--- src/rtl/uart_rx.sv ---
// uart_rx: oversampling UART receiver with start-bit qualification, optional parity and stop check.
// Optional build macro UART_RX_MAJORITY_EN selects 3-sample majority voting per bit.
module uart_rx #(
   parameter int DATA_WIDTH = 8,
   parameter int OVERSAMPLE = 8
) (
   input  logic                  CLK,
   input  logic                  RST,
   input  logic                  RX_IN,
   input  logic                  PAR_EN,
   input  logic                  PAR_TYP,
   output logic [DATA_WIDTH-1:0] P_DATA,
   output logic                  DATA_VALID,
   output logic                  PAR_ERR,
   output logic                  STP_ERR
);
   localparam int CW = $clog2(OVERSAMPLE);
   localparam int BW = DATA_WIDTH > 1 ? $clog2(DATA_WIDTH) : 1;
   localparam logic [CW-1:0] LAST = CW'(OVERSAMPLE - 1);
   localparam logic [BW-1:0] LAST_BIT = BW'(DATA_WIDTH - 1);
   typedef enum logic [2:0] {IDLE, START, DATA, PARITY, STOP} state_t;
   state_t                  state_q, state_d;
   logic [CW-1:0]           cnt_q, cnt_d;
   logic [BW-1:0]           bit_q, bit_d;
   logic [DATA_WIDTH-1:0]   data_q, data_d;
   logic [DATA_WIDTH-1:0]   pdata_q, pdata_d;
   logic                    smp_q, smp_d;
   logic                    pen_q, pen_d;
   logic                    ptyp_q, ptyp_d;
   logic                    perr_q, perr_d;
   logic                    valid_q, valid_d;
   logic                    perr_p_q, perr_p_d;
   logic                    serr_q, serr_d;
   logic                    smp_val;
   logic [CW-1:0]           smp_at;
   logic                    last;
`ifdef UART_RX_MAJORITY_EN
   logic [1:0] hist_q;
   // Two-deep history of the line so the vote sees samples at mid-1, mid and mid+1.
   always_ff @(posedge CLK) begin
      if (RST) hist_q <= 2'b11;
      else     hist_q <= {hist_q[0], RX_IN};
   end
   assign smp_at  = CW'(OVERSAMPLE / 2 + 1);
   assign smp_val = (hist_q[1] & hist_q[0]) | (hist_q[1] & RX_IN) | (hist_q[0] & RX_IN);
`else
   assign smp_at  = CW'(OVERSAMPLE / 2);
   assign smp_val = RX_IN;
`endif
   assign last       = cnt_q == LAST;
   assign P_DATA     = pdata_q;
   assign DATA_VALID = valid_q;
   assign PAR_ERR    = perr_p_q;
   assign STP_ERR    = serr_q;
   // State, counters, shift register and registered result pulses.
   always_ff @(posedge CLK) begin
      if (RST) begin
         state_q  <= IDLE;
         cnt_q    <= '0;
         bit_q    <= '0;
         data_q   <= '0;
         pdata_q  <= '0;
         smp_q    <= 1'b1;
         pen_q    <= 1'b0;
         ptyp_q   <= 1'b0;
         perr_q   <= 1'b0;
         valid_q  <= 1'b0;
         perr_p_q <= 1'b0;
         serr_q   <= 1'b0;
      end else begin
         state_q  <= state_d;
         cnt_q    <= cnt_d;
         bit_q    <= bit_d;
         data_q   <= data_d;
         pdata_q  <= pdata_d;
         smp_q    <= smp_d;
         pen_q    <= pen_d;
         ptyp_q   <= ptyp_d;
         perr_q   <= perr_d;
         valid_q  <= valid_d;
         perr_p_q <= perr_p_d;
         serr_q   <= serr_d;
      end
   end
   // Next-state logic: every decision is taken on the last oversample count of a bit.
   always_comb begin
      state_d  = state_q;
      cnt_d    = state_q == IDLE ? '0 : (last ? '0 : cnt_q + CW'(1));
      bit_d    = bit_q;
      data_d   = data_q;
      pdata_d  = pdata_q;
      smp_d    = cnt_q == smp_at ? smp_val : smp_q;
      pen_d    = pen_q;
      ptyp_d   = ptyp_q;
      perr_d   = perr_q;
      valid_d  = 1'b0;
      perr_p_d = 1'b0;
      serr_d   = 1'b0;
      case (state_q)
         IDLE: if (!RX_IN) begin
            state_d = START;
            cnt_d   = CW'(1);
            bit_d   = '0;
            pen_d   = PAR_EN;
            ptyp_d  = PAR_TYP;
            perr_d  = 1'b0;
         end
         START: if (last) state_d = smp_q ? IDLE : DATA;
         DATA: if (last) begin
            data_d  = {smp_q, data_q[DATA_WIDTH-1:1]};
            bit_d   = bit_q == LAST_BIT ? '0 : bit_q + BW'(1);
            state_d = bit_q != LAST_BIT ? DATA : (pen_q ? PARITY : STOP);
         end
         PARITY: if (last) begin
            perr_d  = smp_q != ((^data_q) ^ ptyp_q);
            state_d = STOP;
         end
         STOP: if (last) begin
            serr_d   = !smp_q;
            perr_p_d = smp_q & perr_q;
            valid_d  = smp_q & !perr_q;
            pdata_d  = smp_q & !perr_q ? data_q : pdata_q;
            state_d  = IDLE;
         end
         default: state_d = IDLE;
      endcase
   end
endmodule
--- config.mk ---
export PLATFORM = sky130hd
export DESIGN_NAME = uart_rx
export DESIGN_NICKNAME = d
export VERILOG_FILES = /design/src/rtl/uart_rx.sv
export SDC_FILE = /design/constraint.sdc
export NUM_CORES = 1
export LEC_CHECK = 0
export BUFFER_PORTS_ARGS = -buffer_cell sky130_fd_sc_hd__buf_2
export CELL_PAD_IN_SITES_DETAIL_PLACEMENT = 0
export CELL_PAD_IN_SITES_GLOBAL_PLACEMENT = 2
export CORE_UTILIZATION = 32
export CTS_CLUSTER_SIZE = 10
export DETAILED_ROUTE_END_ITERATION = 10
export PLACE_DENSITY = 0.79
export SETUP_SLACK_MARGIN = 0.05
export SKIP_LAST_GASP = 1
export SYNTH_ARGS = -nofsm -noshare
export SYNTH_HDL_FRONTEND = slang
export SYNTH_SLANG_ARGS = --single-unit
--- constraint.sdc ---
create_clock -name CLK -period 1.7 [get_ports CLK]
set_clock_uncertainty 0.05 [all_clocks]
set_input_delay 0.17 -clock CLK [delete_from_list [all_inputs] [get_ports CLK]]
set_output_delay 0.17 -clock CLK [all_outputs]
set_load 0.05 [all_outputs]
---- After elaboration in Yosys (flattened, before gate mapping) ----
Index checks and enable logic that the tools add are counted.
storage, ports and cells
  logic and storage cells ................. 67
  register bits ........................... 32
cells by class
  reductions and logical operators ........ 13
  $add $sub $neg .......................... 2
  muxes and demuxes ....................... 20
  equal/unequal tests ..................... 14
  bitwise operators ....................... 6
operators by type and width
  operator                                       count
  2-to-1 mux 3 bit                               14
  case mux 3 bit (5 select lines)                1
  == test 3 bit, second input constant           4
  != test 2 bit, second input constant           5
  AND reduction 3 bit                            3
  XOR reduction 8 bit                            1
  adder 3 x 1 -> 3 bit, second input constant    2
  == test 3 x 2 -> 1 bit, second input constant  2
  case mux 3 bit (2 select lines)                1
  AND reduction 5 bit                            1
  AND reduction 2 bit                            2
  nonzero test 2 bit                             2
  == test 3 x 1 -> 1 bit, second input constant  1
  zero test 3 bit                                1
  != test 3 bit, second input constant           1
  NOT 1 bit                                      3
  OR reduction 3 bit                             1
  AND 1 bit                                      2
  zero test 1 bit                                2
  2-to-1 mux 1 bit                               2
  2-to-1 mux 2 bit                               1
  case mux 1 bit (2 select lines)                1
  != test 1 bit                                  1
  XOR 1 bit                                      1

---- Logic depth before layout (Yosys ltp) ----
  word-level depth ........................ 5
  gate-level depth with buffers ........... 7

---- Worst setup path after synthesis ----
OpenSTA, ideal clock, no wires.
  path kind ............................... reg2reg
  start ................................... reg cnt_q[0]
  end ..................................... reg state_q[2]
  setup slack ............................. 0.056 ns
  clock period less this slack ............ 1.644 ns
  arrival ................................. 1.463 ns
  library setup time ...................... 0.131 ns
  path buffers ............................ 0
  stages on the path, launching flop included .. 6
  required time ........................... 1.519 ns
  path through ............................ dfxtp_1 ha_1 ha_1 a2111oi_0 or4b_1 a21oi_1
on the way
  longest elaborated chain between the ends .. 3
  elaborated cells between the ends (all ways) .. 6
  classes of those cells .................. eq/ne (5); reduce/logical (1)
RTL lines
  item                               RTL line  RTL
  from (decl)                        23        logic [CW-1:0] cnt_q, cnt_d;
  from (signal assigned)             72        cnt_q <= cnt_d;
  == test 3 bit (*)                  50        assign last = cnt_q == LAST;
  != test 2 bit (no line)            -
  AND reduction 5 bit (no line) (*)  -
  to (signal assigned)               71        state_q <= state_d;
  to (decl)                          22        state_t state_q, state_d;
Every way passes the cells marked *; elsewhere a longest branch is shown, timed or not.
A chain may end at the register's enable or synchronous reset.

---- Worst setup path in the final report ----
  start ................................... reg bit_q[0]
  end ..................................... reg state_q[2]
on the way
  longest elaborated chain between the ends .. 4
RTL lines
  item                             RTL line  RTL
  from (decl)                      24        logic [BW-1:0] bit_q, bit_d;
  from (signal assigned)           73        bit_q <= bit_d;
  != test 3 bit                    112       state_d = bit_q != LAST_BIT ? DATA : (pen_q ? PARITY : STOP);
  2-to-1 mux 3 bit                 112
  2-to-1 mux 3 bit                 109       DATA: if (last) begin
  case mux 3 bit (5 select lines)  99        case (state_q)
No other way between the ends. The select of a mux whose other input is x is not followed.

==> results.txt <==
Main synth FF type = dfxtp_1
Die width = 70.2 um
Vias per cell = 4.88
DPL Wire Length = 2130 um
Ys Warns = 0
Routed vias = 1122
TritonCTS clock tree = done
Distinct cells, synth = 37
GR Util met1 = 0.171
Largest net degree at the start of global routing = 31
Final WS setup = 0.112 ns
# hold bufs at CTS = 0
Post-Syn Area per Cell = 9.60 um^2
Pleak = 0.719 nW
Mapped Cells = 155
Register area share after synthesis = 0.431
Tmin final = 1.59 ns
Post-synth top area share = 0.431
Final period utilization = 0.934
Met2 global-route usage = 0.205
Cell Area, Synth = 1490 um^2
Hold crit path type = in -> reg
Tightest Pin Transition = 0.531 ns
Area contributors post-synth = dfxtp_1, mux2i_1, nor2_1
CP arrival = 1.74 ns
Worst-path fanout max = 3
First-pass GRT wire length = 5120 um
Final Max Slew Viols = 0
FFs w/ async S/R, synth = 0
GRT Overall Usage = 0.133
Slew HR = 0.646
Setup-failing EPs final = 0
Count leader, synth = dfxtp_1
Port bufs = 15
Worst IR Drop VDD = 0.000398 V
Post-synth EDFFs = 0
Clk slew on worst S/H paths = 0.07 ns
Fmax = 630 MHz
Routed WL = 2990 um
Nets = 188
Post-synth top cells = dfxtp_1, nor2_1, mux2i_1, a21oi_1
Detailed Routing Iterations Pass 1 = 4
Hold Vio Cnt, Final = 0
Remaining global-route overflow = 0
Hold_ws = 0.0754 ns
Worst-Skew Late Latency = 0.28 ns
FILL cells = 447
Synth-to-layout area growth = 21.6%
Initial Utilization = 0.337
Total core area = 4410 um^2
Status = complete, no violations
DRT iter0 DRCs = 47
Initial antenna violation count = 0
Synth area leader = dfxtp_1
H-Tree Depth = 2
Unrepaired setup endpoints after global routing = yes
Syn nets = 166
Final ANT Viol Nets = 0
Grt peak-use layer = met2
Num CTS Buffers = 5
# diodes = 0
Full die area = 4930 um^2
Max_cap viols = 0
CTS root buf = clkbuf_8
Power Density = 1140 nW/um^2
CP Launch Type = flip-flop
Crit end category = flip-flop
Drt wl/cell = 13.0 um
Clock tree sinks = 32
Data required time of the worst path = 1.86 ns
FP Rows = 24
Synth Register Bits = 32
DRC violations left = 0
Max clock buf depth = 2
Met3 Use GR = 0.0433
Layout cells sized above 1 = 0.258
WS Path Type = reg -> reg
Routability cong. = 0.773
I/O pin total = 16
Die H = 70.2 um
Worst setup slack after placement = -0.0354 ns
Vias in the first global route = 1090
==> where the power goes <==
group / switching, mW / internal, mW / total, mW
registers: 0.0742 / 0.803 / 0.877
logic: 0.234 / 0.234 / 0.468
clock network: 0.274 / 0.435 / 0.708
total: 0.582 / 1.47 / 2.05
==> worst paths after layout <==
kind / start / slack [ns] / endpoint / depth (start not counted)
max: bit_q[0]$_SDFFE_PP0P_ / 0.11 / state_q[2]$_SDFFE_PP0P_ / 6
max reg2reg: bit_q[0]$_SDFFE_PP0P_ / 0.11 / state_q[2]$_SDFFE_PP0P_ / 6
min: PAR_TYP / 0.08 / ptyp_q$_SDFFE_PP0P_ / 3
min reg2reg: bit_q[1]$_SDFFE_PP0P_ / 0.41 / bit_q[1]$_SDFFE_PP0P_ / 2
==> stage by stage <==
stage | TNS, ns | cell area, um^2 | total power, mW | std cells | util
after CTS | 0 | 1800 | 2.07 | 230 | 0.408
after detailed placement | -0.242 | 1650 | 1.34 | 222 | 0.374
after global routing | 0 | 1810 | 2.18 | 230 | 0.410
final | 0 | 1810 | 2.05 | 230 | 0.410
after global placement | -0.0134 | 1650 | 1.34 | 222 | 0.374
after floorplan | 0 | 1490 | 1.18 | 155 | -
==> critical path, stage by stage, from the launching register on <==
cell and delay [ns]:
dfxtp_2 0.34, ha_1 0.16, ha_2 0.19, nand2b_1 0.08, a21oi_1 0.13, or4b_1 0.44, a21oi_1 0.13
==> routing by layer <==
metal / part of all wire / vias up
met5: 0 / -
met4: 0.0077 / 0
met3: 0.034 / 4
met2: 0.46 / 17
met1: 0.49 / 526
li1: - / 575
==> what timing repair did <==
item                                    4_1_cts  5_1_grt
buffers inserted                              0        1
endpoints found under the setup margin       14        2
resized for setup                            13        2
pin swaps                                     2        5
==> cell usage in the layout (no fill, tap or decap), drive strengths merged, types with 4 or more instances in the layout <==
cell type,count
clkbuf,6
nor2,26
nor3b,4
xnor2,6
ha,6
nand2,6
a21oi,8
dfxtp,32
buf,24
inv,5
mux2i,18
==> state kept, by name, summed over array words and instances, names as in the netlist, 3 cells and up <==
signal	cells
P_DATA	8
bit_q	3
cnt_q	3
data_q	8
state_q	3
==> cell families after synthesis <==
logic type                 share of synthesized area
and+or+nand+nor                                0.215
DFF                                            0.431
AOI/OAI and AO/OA                             0.0824
muxes                                          0.121
buffers and inverters                         0.0437
xor gates and xnor gates                      0.0563
adders and majority gates                     0.0505
==> area by class of cell <==
class                           instances  area (um^2)  share of cell area
Timing Repair Buffer                   24          143              0.0788
Clock buffer                            6         72.6              0.0401
Inverter                                5         18.8              0.0104
Multi-Input combinational cell        109          830               0.459
Clock inverter                          2         35.0              0.0194
Sequential cell                        32          646               0.357
Tap cell                               52         65.1              0.0360
Power figures use the tool's default switching activity.
